--- src/rtl/dbg_pkg.sv ---
// Shared definitions for the host-side debug scanner: opcodes, FSM encoding, defaults.
package dbg_pkg;

   localparam logic [1:0] OP_SNAP = 2'b00;
   localparam logic [1:0] OP_STEP = 2'b01;
   localparam logic [1:0] OP_LOAD = 2'b10;
   localparam logic [1:0] OP_RUN  = 2'b11;

   localparam int DEF_LED_W     = 27;
   localparam int DEF_SEL_COUNT = 8;

   typedef enum logic [2:0] {
      S_IDLE   = 3'd0,
      S_RUN    = 3'd1,
      S_LOAD   = 3'd2,
      S_STEP   = 3'd3,
      S_SETTLE = 3'd4,
      S_SAMPLE = 3'd5,
      S_SEND   = 3'd6
   } state_t;

endpackage

--- src/rtl/dbg_settle_counter.sv ---
// Loadable 4-bit down-counter timing the selector settle window; done marks the final cycle.
module dbg_settle_counter (
   input  logic       clk_sys,
   input  logic       rst,
   input  logic       load,
   input  logic [3:0] load_val,
   input  logic       en,
   output logic       done
);

   logic [3:0] count;

   always_ff @(posedge clk_sys or posedge rst) begin
      if (rst) begin
         count <= 4'd0;
      end else if (load) begin
         count <= load_val;
      end else if (en && count != 4'd0) begin
         count <= count - 4'd1;
      end
   end

   assign done = (count == 4'd1);

endmodule

--- src/rtl/sys_debug_scanner.sv ---
// Host-side debug scanner: freezes the core, sweeps every selector view and streams
// each captured word out with its selector tag; also issues step, PC-load and run.
//
// state  | meaning
// IDLE   | core frozen, waiting for a command
// RUN    | core free-running, commands still accepted
// LOAD   | one-cycle PC-load strobe with core enabled
// STEP   | one-cycle core enable
// SETTLE | selector changed, waiting for the core debug mux to settle
// SAMPLE | capture SYS_leds into the output register
// SEND   | holding the captured word until the consumer takes it
module sys_debug_scanner
   import dbg_pkg::*;
#(
   parameter int SEL_COUNT     = DEF_SEL_COUNT,
   parameter int LED_W         = DEF_LED_W,
   parameter int SETTLE_CYCLES = 2
) (
   input  logic             SYS_clk,
   input  logic             SYS_reset,
   input  logic             DBG_cmd_valid,
   output logic             DBG_cmd_ready,
   input  logic [1:0]       DBG_cmd_op,
   input  logic [7:0]       DBG_cmd_pc,
   input  logic [LED_W-1:0] SYS_leds,
   output logic [7:0]       SYS_output_sel,
   output logic             SYS_load,
   output logic [7:0]       SYS_pc_val,
   output logic             DBG_hold,
   output logic             DBG_out_valid,
   input  logic             DBG_out_ready,
   output logic [LED_W-1:0] DBG_out_data,
   output logic [7:0]       DBG_out_tag,
   output logic             DBG_out_last
);

   localparam logic [3:0] SETTLE_INIT = 4'(SETTLE_CYCLES);
   localparam logic [7:0] SEL_LAST    = 8'(SEL_COUNT - 1);

   state_t state;
   logic   cmd_fire;
   logic   cnt_load;
   logic   cnt_done;

   assign DBG_cmd_ready = (state == S_IDLE) || (state == S_RUN);
   assign cmd_fire      = DBG_cmd_valid && DBG_cmd_ready;

   // The settle window restarts on every edge that moves into SETTLE.
   always_comb begin
      cnt_load = 1'b0;
      case (state)
         S_IDLE, S_RUN:  cnt_load = cmd_fire && (DBG_cmd_op == OP_SNAP);
         S_STEP, S_LOAD: cnt_load = 1'b1;
         S_SEND:         cnt_load = DBG_out_ready && !DBG_out_last;
         default:        cnt_load = 1'b0;
      endcase
   end

   dbg_settle_counter u_settle (
      .clk_sys  (SYS_clk),
      .rst      (SYS_reset),
      .load     (cnt_load),
      .load_val (SETTLE_INIT),
      .en       (state == S_SETTLE),
      .done     (cnt_done)
   );

   always_ff @(posedge SYS_clk or posedge SYS_reset) begin
      if (SYS_reset) begin
         state          <= S_IDLE;
         SYS_output_sel <= 8'd0;
         SYS_load       <= 1'b0;
         SYS_pc_val     <= 8'd0;
         DBG_hold       <= 1'b1;
         DBG_out_valid  <= 1'b0;
         DBG_out_data   <= '0;
         DBG_out_tag    <= 8'd0;
         DBG_out_last   <= 1'b0;
      end else begin
         SYS_load <= 1'b0;
         case (state)
            S_IDLE, S_RUN: begin
               if (cmd_fire) begin
                  DBG_hold <= 1'b1;
                  case (DBG_cmd_op)
                     OP_SNAP: begin
                        state          <= S_SETTLE;
                        SYS_output_sel <= 8'd0;
                     end
                     OP_STEP: begin
                        state    <= S_STEP;
                        DBG_hold <= 1'b0;
                     end
                     OP_LOAD: begin
                        state      <= S_LOAD;
                        SYS_pc_val <= DBG_cmd_pc;
                        SYS_load   <= 1'b1;
                        DBG_hold   <= 1'b0;
                     end
                     default: begin
                        state    <= S_RUN;
                        DBG_hold <= 1'b0;
                     end
                  endcase
               end
            end
            S_STEP, S_LOAD: begin
               state          <= S_SETTLE;
               DBG_hold       <= 1'b1;
               SYS_output_sel <= 8'd0;
            end
            S_SETTLE: begin
               if (cnt_done) state <= S_SAMPLE;
            end
            S_SAMPLE: begin
               DBG_out_data  <= SYS_leds;
               DBG_out_tag   <= SYS_output_sel;
               DBG_out_last  <= (SYS_output_sel == SEL_LAST);
               DBG_out_valid <= 1'b1;
               state         <= S_SEND;
            end
            S_SEND: begin
               if (DBG_out_ready) begin
                  DBG_out_valid <= 1'b0;
                  if (DBG_out_last) begin
                     state          <= S_IDLE;
                     SYS_output_sel <= 8'd0;
                  end else begin
                     state          <= S_SETTLE;
                     SYS_output_sel <= SYS_output_sel + 8'd1;
                  end
               end
            end
            default: state <= S_IDLE;
         endcase
      end
   end

endmodule

--- config.mk ---
export PLATFORM = sky130hd
export DESIGN_NAME = sys_debug_scanner
export DESIGN_NICKNAME = d
export VERILOG_FILES = /design/src/rtl/dbg_pkg.sv /design/src/rtl/dbg_settle_counter.sv /design/src/rtl/sys_debug_scanner.sv
export SDC_FILE = /design/constraint.sdc
export NUM_CORES = 1
export LEC_CHECK = 0
export ABC_AREA = 0
export BUFFER_PORTS_ARGS = -buffer_cell sky130_fd_sc_hd__buf_2
export CORE_UTILIZATION = 45
export CTS_CLUSTER_DIAMETER = 40
export CTS_CLUSTER_SIZE = 30
export DETAILED_ROUTE_END_ITERATION = 8
export PLACE_DENSITY = 0.75
export SLEW_MARGIN = 15
export SYNTH_ARGS = -nofsm -noshare
export SYNTH_HDL_FRONTEND = slang
export SYNTH_SLANG_ARGS = --single-unit
export TNS_END_PERCENT = 100
--- constraint.sdc ---
create_clock -name SYS_clk -period 2.5 [get_ports SYS_clk]
set_input_delay 0.125 -clock SYS_clk [delete_from_list [all_inputs] [get_ports SYS_clk]]
set_output_delay 0.125 -clock SYS_clk [all_outputs]
set_load 0.02 [all_outputs]
==> impl_results.md, run 1 <==
* Status: complete, no violations
* Grt ovf at 0
* Post-Synth XOR/XNOR Area at 1.31%
* Max-cap violations at 0
* Die width at 79.1 um
* Fraction of registers with async set/reset at 100%
* Initial DRC Count at 48
* Number of flops mapped to enable cells by yosys at 0
* Syn_area_per_cell at 12.9 um^2
* CTS sink count at 62
* Largest cells by area after synthesis: dfrtp_1 57%, mux2_2 18%, ha_1 3.3%
* First-pass DRT Iterations at 4
* Layout Nets at 359
* Slew headroom at 65.3%
* Area share of the largest cell type after synthesis at 57.1%
* Worst Path Max Fanout at 15
* Sequential-to-total area share from yosys stat at 58.1%
* Root Buffer: clkbuf_8
* FF-to-FF setup slack at 770 ps
* CP Launch Type: flop
* Cts bufs inserted at 9
* Multiplexer share of the synthesized area at 18.1%
* Static Leakage at 1.75 nW
* Syn Inst Count at 208
* Synth Area in Simple Gates at 10.4%
* DRC viols at 0
* Synth Cell Area at 2670 um^2
* Commonest cells post-synth: 61 x dfrtp_1, 43 x mux2_2, 14 x nor2_1, 9 x nand2_1
* Achievable Freq at 579 MHz
* Yosys warning count at 0
* Vias per cell at 5.03
* IO Count at 97
* Setup Crit Path Kind: reg2reg
* Fraction of layout cells with a size suffix above 1 at 51.6%
* Seq cells post-synth at 62
* RSZ-0062 raised after global routing: false
* CTS tree: yes
* Worst Tran Pin Value at 515 ps
* Pwr dens at 1260 nW/um^2
* Primary FF master, synth: dfrtp_1
* Overall Power at 4.35 mW
* Final Max Slew Viols at 0
* Final Non-Filler Cells at 388
* VDD IR-drop max at 0.582 mV
* Vias in the first global route at 1876
* Pre-CTS setup slack at 756 ps
* R2R depth at 3
* Worst Setup EP: SYS_pc_val[3]$_DFFE_PP0P_
* R2R Path Start: state[2]$_DFFE_PP0P_
* DPL Wire Length at 3.60 mm
* Clk Latency, worst-skew pair at 330 ps
* R2r endpoint: SYS_pc_val[3]$_DFFE_PP0P_
* Period utilization at 69.1%
* Global Route Usage Sum at 17.7%
* Ant. Diodes at 0
* Worst Setup SP: state[2]$_DFFE_PP0P_
* Antenna violations before repair at 0
* Routed len/inst at 13.0 um
* CTS clk-pin slew, worst paths at 70 ps
* Final GP Congestion at 0.791
* Largest net degree at the start of global routing at 38
* Final Setup Violations at 0
* Hold Path Class: in2reg
* Clock Path Buffers at 2
* Final hold vios at 0
* Worst Skew at 8.78 ps
* Area leader, netlist: dfrtp_1
* Adder-cell share of the synthesized area at 3.28%
* Core Area at 5610 um^2
* Syn_nets at 256
* Largest family of logic cells by synthesized area: multiplexers
* Most frequent cell after synthesis: dfrtp_1
* Hold Slack at 19.3 ps
* Initial Utilization at 47.7%
* Critical path required time at 2710 ps
* Setup ws final at 772 ps
* Die Span Y at 79.1 um
* Synth Area in Compound Gates at 6.27%
* Final instance area at 3450 um^2
* CTS resizes at 0
* Synth cell types at 37
* Setup TNS at 0 ps
* Worst Setup End Kind: flop
* Tmin final at 1730 ps
* Core Rows at 27
* Area Growth Syn to Fin at 28.9%
* Post-layout util at 61.5%
* Global-route wire length before repair at 8.29 mm
* Port bufs at 96
* Cell Area, Placed at 3220 um^2
* H-Tree Depth at 3
* Inst Count DP at 371
* DRT antenna net count at 0
* Via count at 1953
* Die area at 6250 um^2
* Total Wirelength at 5.03 mm
* Data arrival time of the critical path at 1940 ps
[flip-flops by register name (all words and copies together), names as in the netlist, 3 cells and up]
register / flops
u_settle.count: 4
DBG_out_data: 27
SYS_output_sel: 8
DBG_out_tag: 8
SYS_pc_val: 8
state: 3
[how the worst min path moves through the flow]
stage,from,endpoint,slack (ps),cells past startpoint
6_report,SYS_leds[8],DBG_out_data[8]$_DFFE_PP0P_,20,2
3_3_place_gp,SYS_reset,DBG_out_data[10]$_DFFE_PP0P_,170,2
5_1_grt,SYS_leds[8],DBG_out_data[8]$_DFFE_PP0P_,2,2
4_1_cts,SYS_leds[8],DBG_out_data[8]$_DFFE_PP0P_,1,2
3_5_place_dp,SYS_reset,DBG_out_data[10]$_DFFE_PP0P_,180,2
2_1_floorplan,SYS_leds[0],DBG_out_data[0]$_DFFE_PP0P_,280,1
[critical path: stages (launching register included)]
cell and delay [ps]:
dfrtp_1 510, nor2_1 270, and3_1 450, mux2_2 390
[area by class of cell]
| class | instances | area, um^2 |
|---|---|---|
| multi-input cells | 132 | 1050 |
| fillers | 466 | 2160 |
| clock buffers | 12 | 145 |
| repair buffers | 100 | 513 |
| inverters | 6 | 22.5 |
| clock inverters | 4 | 70.1 |
| flip-flops and latches | 62 | 1550 |
| well taps | 72 | 90.1 |
[routing by layer]
layer	vias up	track usage [%]	share of wire, %
met4	0	10.9	2.3
met3	8	3.91	4.9
li1	941	-	-
met2	55	28.2	47
met1	949	21.8	46
met5	-	0	0
[placed cells by master (no fill, tap or decap), types with 2 or more instances in the layout]
cell type and instances:
buf_2 96, dfrtp_1 61, mux2_2 43, nor2_1 14, clkbuf_8 10, nand2_1 9
a21oi_1 7, ha_1 7, o21ai_0 6, nand3_1 5, inv_1 5, o31ai_1 4
nor2b_1 3, nor3_1 3, or3b_2 3, or4_1 3, nand2b_1 3, buf_4 3
a21o_1 2, nor4_1 2, xnor2_1 2, xor2_1 2, clkinv_2 2, bufinv_16 2
clkbuf_1 2
[power breakdown]
group / total, mW / internal [mW] / switching (mW)
clock: 0.952 / 0.586 / 0.366
sequential: 1.67 / 1.42 / 0.251
combinational: 1.74 / 0.781 / 0.955
[kinds of logic (layout without fill, tap and decap cells)]
family	Yosys count	count (layout)
flip-flops	62	62
AND/OR/NAND/NOR	52	52
multiplexers	43	43
AO/OA/AOI/OAI	26	26
buffers and inverters	14	122
adder cells (fa/ha/maj)	7	7
XOR/XNOR	4	4
[what timing repair did]
item,CTS,global route
buffers inserted,0,0
hold buffers,1,0
setup endpoints to repair,0,0
hold endpoints to repair,21,0
Power figures use the tool's default switching activity.
==> run 2: changes to the inputs <==
Clock period 2.5 ns to 1.8 ns, I/O delays scaled along.
==> run 2 against run 1 <==
Register-to-register slack got worse by 610 ps. Critical endpoint is now SYS_output_sel[5]$_DFFE_PP0P_. First-iteration DRC count grew 46%. Power up 38%. Fmax is 5.7% higher. Setup slack worse by 610 ps. Die area unchanged. Largest cell class unchanged. Global-route usage grew 2.2 points. Flip-flop and latch count stayed put. Critical path depth rose by 1. Core utilization increased by 6.4 points.
==> impl_results.md, run 2 (synthesis results as in run 1) <==
* Status: complete, no violations (unchanged)
* CTS clk-pin slew, worst paths at 60 ps (was 70 ps)
* Setup ws final at 164 ps (was 772 ps)
* Pwr dens at 1580 nW/um^2 (was 1260 nW/um^2)
* Port bufs at 96 (unchanged)
* Hold Slack at 19.6 ps (was 19.3 ps)
* CP bufs+invs at 0 (unchanged)
* Slew headroom at 71.2% (was 65.3%)
* Data arrival time of the critical path at 1880 ps (was 1940 ps)
* GRT busiest layer: met2 (unchanged)
* Most frequent cells in the layout: 96 x buf_2, 61 x dfrtp_1, 43 x mux2_2 (unchanged)
* Ant. Diodes at 0 (unchanged)
* First-pass DRT Iterations at 4 (unchanged)
* R2r endpoint: SYS_output_sel[5]$_DFFE_PP0P_ (was SYS_pc_val[3]$_DFFE_PP0P_)
* Die width at 79.1 um (unchanged)
* IO Count at 97 (unchanged)
* Cts bufs inserted at 9 (unchanged)
* FF-to-FF setup slack at 160 ps (was 770 ps)
* Met3 Use GR at 3.56% (was 3.91%)
* DRC viols at 0 (unchanged)
* Worst Path Max Fanout at 11 (was 15)
* Hold Path Class: in2reg (unchanged)
* Final Non-Filler Cells at 424 (was 388)
* Critical path required time at 2050 ps (was 2710 ps)
* Worst Tran Pin Value at 428 ps (was 515 ps)
* Overall Power at 6.02 mW (was 4.35 mW)
* Largest net degree at the start of global routing at 63 (was 38)
* RSZ-0062 raised after global routing: false (unchanged)
* Vias in the first global route at 2082 (was 1876)
* Most common cell after layout, fill and taps aside: buf_2 (unchanged)
* Period utilization at 90.9% (was 69.1%)
* Hold path startpoint: SYS_leds[1] (was SYS_leds[8])
* Worst Setup End Kind: flop (unchanged)
* Initial Utilization at 47.7% (unchanged)
* GR Layer Usage met1 at 22.9% (was 21.8%)
* DRT antenna net count at 0 (unchanged)
* Via count at 2089 (was 1953)
* CTS tree: yes (unchanged)
* CP Launch Type: flop (unchanged)
* Hold path cells at 2 (unchanged)
* Pre-CTS setup slack at 80.5 ps (was 756 ps)
* DPL Wire Length at 3.75 mm (was 3.60 mm)
* Final GP Congestion at 0.762 (was 0.791)
* Initial DRC Count at 70 (was 48)
* Clk Latency, worst-skew pair at 330 ps (about the same)
* CP Cell Sequence: a21oi_2 -> o21a_1 -> or4_1 -> a21oi_1 (was nor2_1 -> and3_1 -> mux2_2)
* Root Buffer: clkbuf_8 (unchanged)
* Grt ovf at 0 (unchanged)
* H-Tree Depth at 3 (unchanged)
* Register area at 1550 um^2 (unchanged)
* Inst Count DP at 375 (was 371)
* Core Area at 5610 um^2 (unchanged)
* Global-route wire length before repair at 9.30 mm (was 8.29 mm)
* Layout Nets at 397 (was 359)
* Antenna violations before repair at 0 (unchanged)
* Die area at 6250 um^2 (unchanged)
* Hold path endpoint: DBG_out_data[1]$_DFFE_PP0P_ (was DBG_out_data[8]$_DFFE_PP0P_)
* Area Growth Syn to Fin at 42.4% (was 28.9%)
* Setup Crit Path Kind: reg2reg (unchanged)
* GRT met2 Usage at 35.2% (was 28.2%)
* VDD IR-drop max at 0.830 mV (was 0.582 mV)
* Final hold vios at 0 (unchanged)
* Global Route Usage Sum at 19.8% (was 17.7%)
* Largest register by flop count: DBG_out_data (unchanged)
* Crit path max-delay cell type: dfrtp_1 (unchanged)
* Max-cap violations at 0 (unchanged)
* Routed len/inst at 13.6 um (was 13.0 um)
* Vias per cell at 4.93 (was 5.03)
* Setup Buffers After CTS at 0 (unchanged)
* Final Setup Violations at 0 (unchanged)
* Static Leakage at 1.91 nW (was 1.75 nW)
* Area of the multi-input gates at 1060 um^2 (was 1050 um^2)
* Worst Skew at 11.2 ps (was 8.78 ps)
* Crit path largest cell delay at 510 ps (about the same)
* Total Wirelength at 5.77 mm (was 5.03 mm)
* Count of filler cells inserted in the layout at 457 (was 466)
* R2R depth at 4 (was 3)
* Clock Path Buffers at 2 (unchanged)
* Achievable Freq at 611 MHz (was 579 MHz)
* Max FFs per register at 27 (unchanged)
* Core Rows at 27 (unchanged)
* CP delay by family, top: compound AO/OA/AOI/OAI gates (was simple AND/OR/NAND/NOR gates)
* Fraction of layout cells with a size suffix above 1 at 47.2% (was 51.6%)
* Final Max Slew Viols at 0 (unchanged)
* Die Span Y at 79.1 um (unchanged)
* R2R Path Start: state[1]$_DFFE_PP0P_ (was state[2]$_DFFE_PP0P_)
* Tmin final at 1640 ps (was 1730 ps)
* CTS sink count at 62 (unchanged)
* Setup TNS at 0 ps (unchanged)
* Worst Setup SP: state[1]$_DFFE_PP0P_ (was state[2]$_DFFE_PP0P_)
-- run 2: repair_timing --
| action | in CTS | in global routing |
|---|---|---|
| endpoints found under the hold margin | 94 | 1 |
| gates resized for setup | 0 | 3 |
| setup endpoints to repair | 0 | 1 |
| hold buffers | 34 | 1 |
-- run 2: layer usage --
layer | vias to the layer above | share of wire, %
li1 | 1014 | -
met1 | 1001 | 42
met2 | 65 | 52
met3 | 9 | 4.5
met4 | 0 | 1.9
met5 | - | 0
-- run 2: worst max-delay path by stage --
stage,endpoint,cells after the start
finish,SYS_output_sel[5]$_DFFE_PP0P_,4
global route,SYS_output_sel[5]$_DFFE_PP0P_,4
CTS,u_settle.count[1]$_DFFE_PP0P_,6
detailed placement,u_settle.count[1]$_DFFE_PP0P_,6
global placement,u_settle.count[1]$_DFFE_PP0P_,6
floorplan,SYS_pc_val[0]$_DFFE_PP0P_,5
-- run 2: where the power goes --
group / internal [mW] / switching, mW
clock: 0.623 / 0.463
sequential: 1.97 / 0.350
combinational: 1.20 / 1.41
total: 3.80 / 2.22
-- run 2: metrics by stage --
step	util (%)	instance area (um^2)
6_report	67.9	3810
5_1_grt	67.9	3810
4_1_cts	67.5	3790
3_5_place_dp	58.4	3280
3_3_place_gp	58.4	3280
2_1_floorplan	-	2670
-- run 2: cell type report --
| cell class | instances | share of cell area (%) |
|---|---|---|
| Sequential cell | 62 | 40.8 |
| Multi-Input combinational cell | 132 | 28.0 |
| Timing Repair Buffer | 138 | 23.9 |
| Clock buffer | 12 | 3.55 |
| Tap cell | 72 | 2.37 |
| Clock inverter | 2 | 0.920 |
| Inverter | 6 | 0.591 |
==> run 3: changes to the inputs <==
Settings changed: CORE_UTILIZATION 45 to 49, PLACE_DENSITY 0.75 to 0.8.
==> run 3 against run 2 <==
Flip-flop and latch count unchanged. Largest power group unchanged. Sequential share of layout area fell by 0.34 points. Sequential power about the same. Setup slack worse by 69 ps. Hold slack improved by 97 ps. Combinational power about the same. Core utilization rose by 6.4 points. Largest cell class unchanged. Critical path depth rose by 2. Wire length grew 2.3%. Power rose by 3.5%. Die area fell by 8.0%. Fmax decreased by 4.1%.
==> impl_results.md, run 3 (synthesis results as in run 1) <==
* Status: complete, no violations (unchanged)
* Static Leakage at 1.92 nW (was 1.91 nW)
* Area of the multi-input gates at 1050 um^2 (was 1060 um^2)
* Crit path largest cell delay at 490 ps (was 510 ps)
* Setup TNS at 0 ps (unchanged)
* Register area at 1550 um^2 (about the same)
* Via count at 2120 (was 2089)
* Port bufs at 96 (unchanged)
* Final Non-Filler Cells at 424 (unchanged)
* R2R Path Start: u_settle.count[0]$_DFFE_PP0P_ (was state[1]$_DFFE_PP0P_)
* Final Max Slew Viols at 0 (unchanged)
* Final hold vios at 0 (unchanged)
* RSZ-0062 raised after global routing: false (unchanged)
* Final GP Congestion at 0.789 (was 0.762)
* Final Setup Violations at 0 (unchanged)
* Largest net degree at the start of global routing at 38 (was 63)
* IO Count at 97 (unchanged)
* DPL Wire Length at 3.81 mm (was 3.75 mm)
* R2R depth at 6 (was 4)
* Most frequent cells in the layout: 96 x buf_2, 60 x dfrtp_1, 43 x mux2_2 (was 96 x buf_2, 61 x dfrtp_1, 43 x mux2_2)
* Cts bufs inserted at 9 (unchanged)
* Setup Crit Path Kind: reg2reg (unchanged)
* Crit path max-delay cell type: or3b_2 (was dfrtp_1)
* Hold Slack at 116 ps (was 19.6 ps)
* Root Buffer: clkbuf_8 (unchanged)
* Area Growth Syn to Fin at 43.8% (was 42.4%)
* Core Rows at 26 (was 27)
* Hold path startpoint: DBG_cmd_valid (was SYS_leds[1])
* DRT antenna net count at 0 (unchanged)
* Layout Nets at 397 (unchanged)
* CTS clk-pin slew, worst paths at 70 ps (was 60 ps)
* VDD IR-drop max at 0.966 mV (was 0.830 mV)
* Ant. Diodes at 0 (unchanged)
* Core Area at 5170 um^2 (was 5610 um^2)
* Vias in the first global route at 1980 (was 2082)
* Inst Count DP at 372 (was 375)
* Tmin final at 1700 ps (was 1640 ps)
* Worst Setup SP: u_settle.count[0]$_DFFE_PP0P_ (was state[1]$_DFFE_PP0P_)
* Worst Tran Pin Value at 552 ps (was 428 ps)
* Vias per cell at 5.00 (was 4.93)
* Global-route wire length before repair at 8.95 mm (was 9.30 mm)
* CP bufs+invs at 1 (was 0)
* Critical path required time at 2010 ps (was 2050 ps)
* Hold path endpoint: state[1]$_DFFE_PP0P_ (was DBG_out_data[1]$_DFFE_PP0P_)
* Slew headroom at 63.1% (was 71.2%)
* Max FFs per register at 27 (unchanged)
* CP delay by family, top: simple AND/OR/NAND/NOR gates (was compound AO/OA/AOI/OAI gates)
* Grt ovf at 0 (unchanged)
* Max-cap violations at 0 (unchanged)
* Pwr dens at 1620 nW/um^2 (was 1580 nW/um^2)
* Clock Path Buffers at 2 (unchanged)
* Initial DRC Count at 173 (was 70)
* Die area at 5760 um^2 (was 6250 um^2)
* Total Wirelength at 5.90 mm (was 5.77 mm)
* Period utilization at 94.7% (was 90.9%)
* Antenna violations before repair at 0 (unchanged)
* Most frequent CP cell: a21oi_1
* Overall Power at 6.23 mW (was 6.02 mW)
* R2r endpoint: u_settle.count[1]$_DFFE_PP0P_ (was SYS_output_sel[5]$_DFFE_PP0P_)
* DRC viols at 0 (unchanged)
* CTS sink count at 62 (unchanged)
* Die Span Y at 75.9 um (was 79.1 um)
* Routed len/inst at 13.9 um (was 13.6 um)
* Hold path cells at 2 (unchanged)
* Die width at 75.9 um (was 79.1 um)
* First-pass DRT Iterations at 4 (unchanged)
* CTS tree: yes (unchanged)
* Data arrival time of the critical path at 1920 ps (was 1880 ps)
* Fraction of layout cells with a size suffix above 1 at 47.2% (about the same)
* Count of filler cells inserted in the layout at 349 (was 457)
* Hold Path Class: in2reg (unchanged)
* Clk Latency, worst-skew pair at 330 ps (about the same)
* CP Cell Sequence: inv_1 -> ha_1 -> or3b_2 -> a21oi_1 -> a21oi_1 -> or2_2 (was a21oi_2 -> o21a_1 -> or4_1 -> a21oi_1)
* Largest register by flop count: DBG_out_data (unchanged)
* CP Launch Type: flop (unchanged)
* Most common cell after layout, fill and taps aside: buf_2 (unchanged)
* Global Route Usage Sum at 21.7% (was 19.8%)
* Initial Utilization at 51.7% (was 47.7%)
* H-Tree Depth at 3 (unchanged)
* Worst Path Max Fanout at 4 (was 11)
* FF-to-FF setup slack at 100 ps (was 160 ps)
* Worst Skew at 7.84 ps (was 11.2 ps)
* Worst Setup End Kind: flop (unchanged)
* Achievable Freq at 587 MHz (was 611 MHz)
run 3: cell count changes in the layout (fill, tap and decap cells not counted), sizes merged:
cell	delta
bufinv	+1
dlygate4sd3	+1
clkinv	+1
buf	-1
run 3: cell type report:
class,count,area share [%]
clock inverters,4,1.82
multi-input cells,132,27.4
inverters,6,0.586
clock buffers,12,3.78
flip-flops and latches,62,40.4
well taps,70,2.28
repair buffers,138,23.7
run 3: layer usage:
metal	wire (um)	GRT usage (%)
met1	2410	26.6
met2	3020	35.0
met3	356	6.35
met4	114	11.3
met5	0	0
run 3: stage by stage:
| stage | utilization, % | worst slack [ps] | cell area, um^2 |
|---|---|---|---|
| after floorplan | - | 18.1 | 2670 |
| after global placement | 63.2 | 151 | 3270 |
| after detailed placement | 63.2 | 102 | 3270 |
| after CTS | 74.1 | 85.1 | 3830 |
| after global routing | 74.3 | 9.34 | 3840 |
| final | 74.3 | 95.1 | 3840 |
run 3: worst max path at each step:
stage	endpoint	slack (ps)	cells past startpoint
after floorplan	SYS_pc_val[0]$_DFFE_PP0P_	20	5
after global placement	u_settle.count[1]$_DFFE_PP0P_	150	6
after detailed placement	SYS_output_sel[5]$_DFFE_PP0P_	100	4
after CTS	SYS_output_sel[5]$_DFFE_PP0P_	90	4
after global routing	u_settle.count[1]$_DFFE_PP0P_	9	6
final	u_settle.count[1]$_DFFE_PP0P_	100	6
run 3: what timing repair did:
| item | CTS | global route |
|---|---|---|
| endpoints found under the hold margin | 59 | 1 |
| resized for setup | 0 | 1 |
| hold buffers | 35 | 1 |
| buffers inserted | 0 | 0 |
| setup endpoints to repair | 0 | 6 |
run 3: power by group:
group	switching [mW]	leakage, nW	internal (mW)
clock	0.509	0.110	0.814
sequential	0.359	0.773	1.97
combinational	1.39	1.04	1.19
total	2.26	1.92	3.97
